`src/rtl/mem_log_reader.sv`:
```
// Drains the sample log memory once it is full, sending each 16-bit word as
// two bytes (I then Q) over a valid/ready byte stream.
module mem_log_reader #(
  parameter int BRAM_ADDR_WIDTH = 15,
  parameter int BRAM_DATA_WIDTH = 16,
  parameter int RD_LATENCY      = 1
) (
  input  logic                       clk,
  input  logic                       i_rst,
  input  logic                       i_start_dump,
  input  logic                       i_abort,
  input  logic                       i_mem_full,
  output logic                       o_read_log,
  output logic [BRAM_ADDR_WIDTH-1:0] o_addr_log_to_mem,
  input  logic [BRAM_DATA_WIDTH-1:0] i_data_log_from_mem,
  output logic [7:0]                 o_byte,
  output logic                       o_byte_valid,
  input  logic                       i_byte_ready,
  output logic                       o_busy,
  output logic                       o_done
);

  // state   | meaning
  // IDLE    | waiting for a dump request while the log is full
  // ARM     | one cycle of read request at address 0 so the log enters read mode
  // FETCH   | address held, latency counter runs down, word captured at terminal count
  // SEND_HI | I byte (word[15:8]) offered until accepted
  // SEND_LO | Q byte (word[7:0]) offered; on accept step address or finish
  // DONE    | one-cycle completion pulse
  typedef enum logic [2:0] {
    S_IDLE, S_ARM, S_FETCH, S_SEND_HI, S_SEND_LO, S_DONE
  } state_t;

  localparam logic [2:0] LAT_LOAD = 3'(RD_LATENCY - 1);
  localparam logic [BRAM_ADDR_WIDTH-1:0] ADDR_ONE = {{(BRAM_ADDR_WIDTH-1){1'b0}}, 1'b1};

  state_t                     state, state_nxt;
  logic [BRAM_ADDR_WIDTH-1:0] addr;
  logic [BRAM_DATA_WIDTH-1:0] word;
  logic [2:0]                 lat_cnt;
  logic                       xfer;
  logic                       lat_tc;
  logic                       addr_last;

  assign xfer      = o_byte_valid & i_byte_ready;
  assign lat_tc    = (lat_cnt == 3'd0);
  assign addr_last = &addr;

  always_ff @(posedge clk) begin
    if (i_rst) state <= S_IDLE;
    else       state <= state_nxt;
  end

  always_comb begin
    state_nxt = state;
    case (state)
      S_IDLE:    if (i_start_dump && i_mem_full) state_nxt = S_ARM;
      S_ARM:     state_nxt = S_FETCH;
      S_FETCH:   if (lat_tc) state_nxt = S_SEND_HI;
      S_SEND_HI: if (xfer) state_nxt = S_SEND_LO;
      S_SEND_LO: if (xfer) state_nxt = addr_last ? S_DONE : S_FETCH;
      S_DONE:    state_nxt = S_IDLE;
      default:   state_nxt = S_IDLE;
    endcase
    // abort wins over any transition, including a same-cycle byte accept
    if (i_abort && (state != S_IDLE)) state_nxt = S_IDLE;
  end

  always_ff @(posedge clk) begin
    if (i_rst) begin
      addr    <= '0;
      word    <= '0;
      lat_cnt <= 3'd0;
    end else begin
      if ((state_nxt == S_IDLE) || (state_nxt == S_ARM))
        addr <= '0;
      else if ((state == S_SEND_LO) && (state_nxt == S_FETCH))
        addr <= addr + ADDR_ONE;

      if ((state_nxt == S_FETCH) && (state != S_FETCH))
        lat_cnt <= LAT_LOAD;
      else if ((state == S_FETCH) && !lat_tc)
        lat_cnt <= lat_cnt - 3'd1;

      if ((state == S_FETCH) && lat_tc)
        word <= i_data_log_from_mem;
    end
  end

  always_comb begin
    o_busy       = (state != S_IDLE);
    o_read_log   = (state != S_IDLE);
    o_byte       = 8'h00;
    o_byte_valid = 1'b0;
    o_done       = 1'b0;
    case (state)
      S_SEND_HI: begin
        o_byte       = word[15:8];
        o_byte_valid = 1'b1;
      end
      S_SEND_LO: begin
        o_byte       = word[7:0];
        o_byte_valid = 1'b1;
      end
      S_DONE:  o_done = 1'b1;
      default: ;
    endcase
  end

  assign o_addr_log_to_mem = addr;

endmodule

```
`config.mk`:
```
export PLATFORM = sky130hd
export DESIGN_NAME = mem_log_reader
export DESIGN_NICKNAME = d
export VERILOG_FILES = /design/src/rtl/mem_log_reader.sv
export SDC_FILE = /design/constraint.sdc
export NUM_CORES = 1
export LEC_CHECK = 0
export ABC_AREA = 1
export BUFFER_PORTS_ARGS = -buffer_cell sky130_fd_sc_hd__buf_4
export CORE_MARGIN = 2
export CORE_UTILIZATION = 30
export CTS_BUF_LIST = sky130_fd_sc_hd__clkbuf_8 sky130_fd_sc_hd__clkbuf_16
export DETAILED_ROUTE_END_ITERATION = 16
export SYNTH_ARGS = -nofsm -noshare
export SYNTH_HDL_FRONTEND = slang
export SYNTH_SLANG_ARGS = --single-unit
export TNS_END_PERCENT = 5
```
`constraint.sdc`:
```
create_clock -name clk -period 1.9 [get_ports clk]
set_input_delay 0.285 -clock clk [delete_from_list [all_inputs] [get_ports clk]]
set_output_delay 0.285 -clock clk [all_outputs]
set_load 0.01 [all_outputs]
```
* Word level (Yosys, flattened, before mapping)
Index checks and enable logic that the tools add are counted.
** Word-level totals
- Bits in writable memories :: 0
- Latch bits :: 0
- Flip-flop bits (word level) :: 37
- Memory bits (read-only) :: 0
- Memories :: 0
** Cells by class
- Add/subtract/negate cells :: 2
- Muxes and demuxes :: 10
- Bitwise logic cells :: 1
- Divide/modulo/power cells :: 0
- Shifts and indexed selects :: 0
- Eq/ne operators :: 8
- $lt $le $gt $ge :: 0
- $mul :: 0
- Reductions and logical operators :: 16
** Operator list (count)
- two-way mux 3 bit :: 6
- one-hot mux 8 bit (2 select lines) :: 1
- adder 15 x 1 -> 15 bit, second input constant :: 1
- one-hot mux 3 bit (5 select lines) :: 1
- AND reduction 15 bit :: 1
- equality test 3 x 2 -> 1 bit, second input constant :: 3
- zero test 3 bit :: 3
- equality test 3 x 1 -> 1 bit, second input constant :: 2
- equality test 3 bit, second input constant :: 2
- logical AND 1 bit :: 6
- OR reduction 2 bit :: 3
- inequality test 3 x 2 -> 1 bit, second input constant :: 1
- nonzero test 3 bit :: 1
- subtractor 3 x 1 -> 3 bit, second input constant :: 1
- two-way mux 1 bit :: 2
- AND 1 bit :: 1
- zero test 1 bit :: 1
- logical OR 1 bit :: 1

* Logic depth before layout (Yosys ltp)
Gate-level depths: netlist (run 1).
- Word-level depth :: 10
- Gate-level depth with buffers :: 15

* Worst setup path before layout (run 1)
No wires, ideal clock.
- Path type :: flip-flop to flip-flop
- From :: register addr[0], in the netlist o_addr_log_to_mem[0]
- To :: register addr[0], in the netlist o_addr_log_to_mem[0]
- Required time :: 1784 ps
- Arrival :: 1654 ps
- Stages on the path, launching flop included :: 15
- Setup time :: 116 ps
- Path buffers :: 2
- Setup slack :: 131 ps
- Cell sequence :: dfxtp_1 -> ha_1 -> nand3_2 -> nor2_1 -> nand2_1 -> nand2_2 -> nand2_1 -> nand2_1 -> nand2_2 -> buf_6 -> nand3_4 -> buf_6 -> nand2_1 -> nand2_1 -> nor2_1
** Between the ends
- Cells in the longest elaborated chain, start to end :: 8
- Elaborated cells between the ends (all ways) :: 12
- Classes of those cells :: add/sub: 1; eq/ne: 2; mux: 4; reduce/logical: 5
** RTL lines
- from (decl) :: RTL line 38 : logic [BRAM_ADDR_WIDTH-1:0] addr;
- from (signal assigned) :: RTL line 78 : addr <= addr + ADDR_ONE;
- AND reduction 15 bit :: RTL line 47 : assign addr_last = &addr;
- two-way mux 3 bit (2 in series) :: RTL line 61 : S_SEND_LO: if (xfer) state_nxt = addr_last ? S_DONE : S_FETCH;
- one-hot mux 3 bit (5 select lines) :: RTL line 56 : case (state)
- two-way mux 3 bit :: RTL line 66 : if (i_abort && (state != S_IDLE)) state_nxt = S_IDLE;
- equality test 3 x 1 -> 1 bit or zero test 3 bit (tied branches) :: RTL line 75 : if ((state_nxt == S_IDLE) || (state_nxt == S_ARM))
- logical OR 1 bit :: RTL line 75
- OR reduction 2 bit (no line)
Parallel ways exist; a longest one is shown, timed or not.
A chain may end at the register's enable or synchronous reset.

* Final worst setup path (run 1)
- From :: register state[1]
- To :: output o_byte[2]
** Between the ends
- Cells in the longest elaborated chain, start to end :: 2
- Elaborated cells between the ends (all ways) :: 3
- Classes of those cells :: eq/ne: 2; mux: 1
** RTL lines
- from (decl) :: RTL line 37 : state_t state, state_nxt;
- from (signal assigned) :: RTL line 51 : else state <= state_nxt;
- equality test 3 bit or equality test 3 x 2 -> 1 bit (tied branches) :: RTL line 96 : case (state)
- one-hot mux 8 bit (2 select lines) * :: RTL line 96
- to (decl) :: RTL line 16 : output logic [7:0] o_byte,
Mark *: on every way between the ends. The rest lies on a longest branch, timed or not.

==> results.cfg, run 1 <==
[synth]
synth_area_mm2 = 0.00205
synthCells = 299
synth_fp_nets = 324
ys_types = 30
yosysSeqAreaShare_pct = 36.2
synth_warnings = 0
synth.ff_latch_count = 37
avgSynthCellArea_um2 = 6.85

[place]
detailed_place_hpwl_um = 3840
gp_congestion = 0.845
dp_slack_ns = 0.0313
post_dp_cell_area_mm2 = 0.00257
portBuffers = 48

[worst_setup_path]
startpoint_type = register
crit_path_start = state[1]
critPathMaxFanout = 10
crit_family = buffers and inverters
critical_path.n_buffers_inverters = 4
criticalPathCategory = reg -> out
cp-end-kind = output pin
reg2reg_slack_ns = 0.10
cp.required_ns = 1.62
crit_top_cell = buf_4
critPathMaxStageDelay_ns = 0.41
timing.rr.start = state[1]
r2r_cells = 15
timing.rr.end = o_addr_log_to_mem[10]
critPathCapture = o_byte[2]
cp_num_cells = 7
timing.critical_path.cells = nor2_4, nand2_2, buf_6, inv_4, buf_4, a22o_1, buf_4
cpMaxStageDelayCell = dfxtp_4
arrival_ns = 1.52

[detailed_routing]
drtPass1Iterations = 4
drt_iter0_drc = 103
viasPerCell = 4.71
wl_per_cell_um = 11.9
num_vias = 2139
finalWirelength_um = 5400
ant_nets = 0
drc = 0

[outcome]
status = complete, no violations

[die]
core.rowCount = 30
initial_core_util_pct = 30.6
dieArea_mm2 = 0.00750
core_area_mm2 = 0.00668
pin_count = 49
fp.dieH_um = 86.6
die_x_um = 86.6

[final_layout]
fin_util_pct = 42.1
layout_common_cells = buf_4, nor2_1, nand2_1
nets = 399
layout-drive-gt1-share_pct = 31.8
areaGrowthSynthToFinish_pct = 37.5
final_design_area_no_fill_mm2 = 0.00282
final_common_cell = buf_4
antenna_cells = 0

[timing]
worstMarginPinSlew_ns = 0.388
slew_viol_final = 0
fin_ws_ns = 0.0937
max-slew-margin-rel_pct = 74.1
fin_skew_ns = 0.000831
rsz0062_at_grt = true
finalCritPeriodShare_pct = 95.1
final_hold_viol_count = 0
layout_min_cycle_time_ns = 1.81
setup_viol = 0
fmax_mhz = 554

[power_and_ir_drop]
p_int_mw = 1.32
swShare_pct = 31.0
clkPwrFrac_pct = 30.3
power_density_mw_per_mm2 = 678
vdd_ir_drop_max_v = 0.000312
combPwrFrac_pct = 24.6
switchingPower_uw = 592
power_leakage_nw = 1.30
power_frac_seq_pct = 45.1

[clock_network]
path_clk_slew_ns = 0.07
cts_max_level = 2
cts_tree = done
clockRootBuffer = clkbuf_8
cts_hold_buf = 0
worstSkewPairLatency_ns = 0.29
clock-sinks = 37
cts_buffers = 5
clock_path_buffers = 2

[min_path]
hold_path_class = in -> reg

[global_route]
grt_pass1_wl_um = 8600
grt_usage_pct = 14.3
grt_max_degree = 19
antenna_found_initial = 0
grt.overflow.total = 0
grt_pass1_vias = 1953

[job]
drv_cap = 0
-- stage by stage --
step	std cells	total power, mW	setup TNS (ns)	hold WS (ns)
floorplan	299	1.15	0	0.357
global placement	436	1.25	0	0.465
detailed placement	436	1.25	0	0.472
CTS	445	1.83	0	0.194
global route	454	2.02	-0.177	0.203
finish	454	1.91	0	0.203
-- kinds of logic (layout without fill, tap and decap cells) --
kind of cell	after synthesis	in the layout	synth area share, %
AO/OA/AOI/OAI	37	37	11.2
adder cells (fa/ha/maj)	3	3	1.83
flip-flops	37	37	36.2
buffers and inverters	53	126	11.9
AND/OR/NAND/NOR	165	167	37.2
XOR/XNOR	4	4	1.71
-- metal layers --
metal | track usage (%) | wire, um | vias to the layer above
met2 | 24.1 | 2580 | 73
met3 | 4.86 | 312 | 6
met5 | 0 | 0 | -
met4 | 3.69 | 57 | 0
li1 | - | - | 1103
met1 | 17.5 | 2450 | 957
-- Yosys cell counts (all sizes together) --
cell | number | area [um^2]
dfxtp | 37 | 741
xor2 | 4 | 35.0
nor2 | 65 | 263
or2 | 1 | 6.26
nand2 | 63 | 264
nand3 | 17 | 113
nor4 | 3 | 18.8
buf | 9 | 77.6
a31o | 1 | 8.76
nor3 | 7 | 40.0
clkinv | 2 | 7.51
ha | 3 | 37.5
a22o | 8 | 70.1
inv | 40 | 150
nand4 | 9 | 56.3
clkbuf | 2 | 7.51
o31a | 1 | 8.76
a21oi | 6 | 30.0
o21ai | 21 | 113
-- power by group through the flow --
stage | Sequential [mW] | Combinational [mW] | Clock, mW
after floorplan | 0.868 | 0.286 | 0
after global placement | 0.874 | 0.373 | 0
after detailed placement | 0.876 | 0.377 | 0
after CTS | 0.860 | 0.380 | 0.593
after global routing | 0.867 | 0.519 | 0.629
final | 0.861 | 0.469 | 0.579
-- worst min-delay path by stage --
| stage | from | end | slack (ns) | cells after the start |
|---|---|---|---|---|
| after global placement | lat_cnt[1] | lat_cnt[1] | 0.47 | 2 |
| final | i_rst | state[2] | 0.20 | 2 |
| after global routing | i_rst | state[2] | 0.20 | 2 |
| after CTS | i_rst | state[2] | 0.19 | 2 |
| after floorplan | i_rst | state[2] | 0.36 | 1 |
| after detailed placement | lat_cnt[0] | lat_cnt[0] | 0.47 | 2 |
-- cell type report --
type	instances	area [um^2]
repair buffers	77	589
well taps	80	100
inverters	42	160
multi-input cells	211	1130
clock buffers	6	82.6
clock inverters	1	7.51
fillers	708	3870
flip-flops and latches	37	749
-- flip-flops by register name (all words and copies together) (netlist names) --
name,cells
word,16
o_addr_log_to_mem,15
lat_cnt,3
state,3
-- repair_timing --
action,in CTS,in global routing
gates cloned,1,2
setup endpoints to repair,8,26
resized for setup,7,16
buffers inserted,1,7
pin swaps,0,7
endpoints found under the hold margin,0,0
Power figures use the tool's default switching activity.
==> run 2, diff against run 1 <==
- CORE_ASPECT_RATIO: unset -> 0.9
- CORE_UTILIZATION: 30 -> 53
- PLACE_DENSITY: unset -> 0.79
==> run 2 against run 1 <==
Effect of this change: register-to-register slack improved by 0.04 ns; routed wire length fell by 10%; flip-flop and latch count did not move; combinational power fell by 4%; worst setup slack got worse by 0.022 ns; clock skew rose by 0.0040 ns; count of clock-buffer cells in the layout rose by 1; clock power rose by 4.8%; sequential share of layout area rose by 1.0 points; die area fell by 42%; largest cell class unchanged.
==> results.cfg, run 2 (same netlist as run 1, synthesis figures left out) <==
[outcome]
status = complete, no violations

[min_path]
worst_hold_path.endpoint = state[2]
worstHoldPathCells = 2
min_from = i_rst
hold_path_class = in -> reg

[die]
pin_count = 49
die_x_um = 69.5
fp.dieH_um = 63.0
core.rowCount = 21
dieArea_mm2 = 0.00438
core_area_mm2 = 0.00370
initial_core_util_pct = 55.3

[detailed_routing]
drtPass1Iterations = 4
num_vias = 2120
drc = 0
finalWirelength_um = 4850
viasPerCell = 5.13
wl_per_cell_um = 11.7
drt_iter0_drc = 130
ant_nets = 0

[global_route]
met1_usage_pct = 25.6
grt.overflow.total = 0
busiest_layer = met2
grt_max_degree = 20
met3_usage_pct = 5.00
grt_usage_pct = 22.1
grt_pass1_vias = 1935
gr-usage-met2_pct = 39.9
grt_pass1_wl_um = 7980
antenna_found_initial = 0

[final_layout]
final_common_cell = buf_4
fillCellCount = 311
nets = 391
final_design_area_no_fill_mm2 = 0.00271
fin_util_pct = 73.3
areaGrowthSynthToFinish_pct = 32.6
finalNonFillerCells = 413
largest_register_ffs = 16
layout_common_cells = buf_4, nor2_1, nand2_1
antenna_cells = 0
largest_register = word
layout-drive-gt1-share_pct = 29.7

[power_and_ir_drop]
clkPwrFrac_pct = 31.6
power_frac_seq_pct = 44.8
power_density_mw_per_mm2 = 708
power_leakage_nw = 1.27
p_int_mw = 1.36
vdd_ir_drop_max_v = 0.000499
combPwrFrac_pct = 23.5
swShare_pct = 29.3
switchingPower_uw = 563
power.total_mw = 1.92

[place]
place_inst = 397
portBuffers = 48
post_dp_cell_area_mm2 = 0.00250
gp_congestion = 0.887
detailed_place_hpwl_um = 3400

[clock_network]
cts_max_level = 2
cts_hold_buf = 0
cts_tree = done
clock_path_buffers = 2
clockRootBuffer = clkbuf_8
worstSkewPairLatency_ns = 0.29
cts_buffers = 5
clock-sinks = 37
path_clk_slew_ns = 0.07

[timing]
fin_skew_ns = 0.00487
fmax_mhz = 547
slew_viol_final = 0
layout_min_cycle_time_ns = 1.83
final_hold_viol_count = 0
max-slew-margin-rel_pct = 72.6
rsz0062_at_grt = true
worstMarginPinSlew_ns = 0.410
finalCritPeriodShare_pct = 96.2
setup_viol = 0
timing.hold.ws_ns = 0.182

[worst_setup_path]
arrival_ns = 1.54
cp.required_ns = 1.62
timing.rr.start = lat_cnt[0]
critPathMaxFanout = 10
reg2reg_slack_ns = 0.14
startpoint_type = register
timing.rr.end = lat_cnt[1]
r2r_cells = 13
cp-end-kind = output pin
criticalPathCategory = reg -> out

[job]
drv_cap = 0
## run 2: area by class of cell
type / instances / area (um^2) / area share [%]
multi-input cells: 209 / 1090 / 40.3
flip-flops and latches: 37 / 751 / 27.7
repair buffers: 71 / 553 / 20.4
inverters: 42 / 158 / 5.81
clock buffers: 7 / 96.3 / 3.55
well taps: 46 / 57.6 / 2.12
clock inverters: 1 / 5.00 / 0.184
## run 2: how the worst max path moves through the flow
stage | depth (start not counted) | start | slack [ns] | to
detailed placement | 12 | lat_cnt[0] | 0.06 | o_addr_log_to_mem[4]
CTS | 7 | state[1] | 0.0007 | o_byte[2]
global route | 7 | state[0] | -0.02 | o_byte[2]
global placement | 9 | state[1] | 0.06 | o_addr_log_to_mem[4]
finish | 7 | state[0] | 0.07 | o_byte[5]
floorplan | 14 | o_addr_log_to_mem[0] | 0.13 | o_addr_log_to_mem[0]
## run 2: metal layers
| metal | share of wire [%] | vias to the layer above |
|---|---|---|
| li1 | - | 1083 |
| met1 | 44 | 965 |
| met2 | 49 | 65 |
| met3 | 5.2 | 7 |
| met4 | 0.97 | 0 |
| met5 | 0 | - |
## run 2: metrics by stage
stage               worst slack, ns  TNS (ns)
finish                       0.0715         0
global route                -0.0215   -0.0270
CTS                        0.000735         0
detailed placement           0.0581         0
global placement             0.0591         0
floorplan                     0.131         0
## run 2: timing repair
| item | CTS | global route |
|---|---|---|
| endpoints found under the setup margin | 8 | 26 |
| setup buffers | 0 | 8 |
| resized for setup | 5 | 11 |
| pin swaps | 0 | 3 |
## run 2: worst max-delay path, stage by stage (launching register included)
cell and delay [ns]:
dfxtp_4 0.38, nor2_4 0.13, nand2_2 0.07, buf_4 0.17, inv_2 0.09, buf_6 0.14
a22o_1 0.15, buf_4 0.12
## run 2: power by group through the flow
stage	sequential [mW]	clock [mW]	combinational [mW]
after floorplan	0.868	0	0.286
after global placement	0.873	0	0.379
after detailed placement	0.875	0	0.386
after CTS	0.860	0.616	0.390
after global routing	0.868	0.643	0.498
final	0.861	0.607	0.452
==> run 3, diff against run 2 <==
- ABC_AREA: 1 -> 0
- CORE_UTILIZATION: 53 -> 52
==> run 3 against run 2 <==
Effect of this change: total power is 9.4% lower; worst setup slack lost 0.033 ns; maximum frequency down 1.8%; combinational power is 51% lower; routed wire length shrank 1.6%; synthesized cell count fell by 25%; sequential share of layout area grew 1.8 points; critical path type unchanged.
==> results.cfg, run 3 <==
[outcome]
status = complete, no violations

[timing]
fin_skew_ns = 0.00552
slew_viol_final = 0
finalCritPeriodShare_pct = 98.0
worstMarginPinSlew_ns = 0.481
final_hold_viol_count = 0
layout_min_cycle_time_ns = 1.86
fmax_mhz = 537
rsz0062_at_grt = true
setup_tns_ns = 0
setup_viol = 0
max-slew-margin-rel_pct = 67.1

[worst_setup_path]
criticalPathCategory = reg -> out
arrival_ns = 1.58
cp.required_ns = 1.62
cp-end-kind = output pin
startpoint_type = register
critPathMaxFanout = 9

[global_route]
grt_usage_pct = 25.0
grt.overflow.total = 0
grt_max_degree = 25
grt_pass1_wl_um = 7620
antenna_found_initial = 0
grt_pass1_vias = 1686

[power_and_ir_drop]
vdd_ir_drop_max_v = 0.000544
power_density_mw_per_mm2 = 681
power_leakage_nw = 1.04

[clock_network]
cts_tree = done
worstSkewPairLatency_ns = 0.30
clock-sinks = 37
cts_max_level = 2
cts_buffers = 5
path_clk_slew_ns = 0.08
clockRootBuffer = clkbuf_8
clock_path_buffers = 2

[detailed_routing]
drtPass1Iterations = 4
drc = 0
num_vias = 1890
finalWirelength_um = 4770
ant_nets = 0
wl_per_cell_um = 14.2
drt_iter0_drc = 173
viasPerCell = 5.64

[synth]
synth_warnings = 0
synth_fp_nets = 250
synth.area.top_cells = dfxtp_1, nand2_1, a21oi_1, a22o_1, nor2_1
ys_types = 50
synth_area_mm2 = 0.00187
synth.ff_latch_count = 37
yosysSeqAreaShare_pct = 39.5
synth_top_cell_by_area = dfxtp_1
synth_top_area_share_pct = 39.5
synth.most_common_cell = nand2_1
synth_edf_count = 0
synthCells = 225
synthArstFlopShare_pct = 0
avgSynthCellArea_um2 = 8.32
synth-main-ff-cell = dfxtp_1
yosys-top-cells-count = nand2_1, dfxtp_1, a21oi_1

[final_layout]
largest_register_ffs = 16
fin_util_pct = 75.0
nets = 315
largest_register = word
finalNonFillerCells = 335
final_common_cell = buf_4
layout-drive-gt1-share_pct = 33.0
layout_common_cells = buf_4, nand2_1, dfxtp_1
antenna_cells = 0
final_design_area_no_fill_mm2 = 0.00255
areaGrowthSynthToFinish_pct = 36.3

[place]
detailed_place_hpwl_um = 3200
portBuffers = 48
post_dp_cell_area_mm2 = 0.00238
place_inst = 326
gp_congestion = 0.871

[die]
fp.dieH_um = 60.9
pin_count = 49
core_area_mm2 = 0.00340
dieArea_mm2 = 0.00410
initial_core_util_pct = 55.0
die_x_um = 67.3
core.rowCount = 20

[job]
drv_cap = 0

[min_path]
hold_path_class = in -> reg
[run 3: critical path, cell delays in order, from the launching register on]
cell and delay [ns]:
dfxtp_4 0.39, buf_4 0.14, nand2_2 0.06, buf_4 0.15, nor2_2 0.09, buf_6 0.15
a22o_1 0.16, buf_4 0.14
[run 3: kinds of logic after synthesis]
group           count (synthesis)  synth area share, %
compound gates                 63                 24.9
xor+xnor                        4                 1.87
fa+ha+maj                       4                 2.54
buf+inv                        17                 3.81
flops                          37                 39.5
mux                             2                 1.07
simple gates                   98                 26.3
[run 3: final timing paths]
kind                                               from                    end  slack (ns)  depth (start not counted)
worst max register to register     o_addr_log_to_mem[0]  o_addr_log_to_mem[10]        0.07                          7
worst max-delay path                           state[1]              o_byte[2]        0.04                          7
worst min-delay path            i_data_log_from_mem[11]               word[11]        0.22                          3
worst min register to register                 word[11]               word[11]        0.46                          2
[run 3: where the power goes]
part	leakage (nW)	switching (mW)	internal (mW)
registers	0.302	0.0200	0.798
logic	0.679	0.125	0.0949
clock network	0.0543	0.308	0.393
[run 3: final cells by class]
class                      count  area (um^2)
clock buffer                   5         68.8
clock inverter                 3         46.3
fill                         288          850
inverter                       8         30.0
multi-input combinational    171         1090
sequential                    37          752
tap                           44         55.1
timing repair buffer          67          510
[run 3: routing by layer]
| metal | vias up | routed length (um) | track usage [%] |
|---|---|---|---|
| li1 | 936 | - | - |
| met1 | 909 | 2220 | 32.4 |
| met2 | 37 | 2300 | 39.3 |
| met3 | 8 | 166 | 6.86 |
| met4 | 0 | 84 | 11.4 |
| met5 | - | 0 | 0 |
[run 3: metrics by stage]
step           power [mW]  setup WS, ns  hold WS [ns]
4_1_cts              1.74        0.0174         0.220
2_1_floorplan       0.959        0.0316         0.421
5_1_grt              1.82       -0.0505         0.222
3_5_place_dp         1.05       0.00496         0.448
3_3_place_gp         1.04        0.0399         0.443
6_report             1.74        0.0380         0.224
[run 3: timing repair]
item	CTS	global route
gates resized for setup	4	12
setup buffers	0	1
pin swaps	0	3
setup endpoints to repair	11	23
hold buffers	0	0
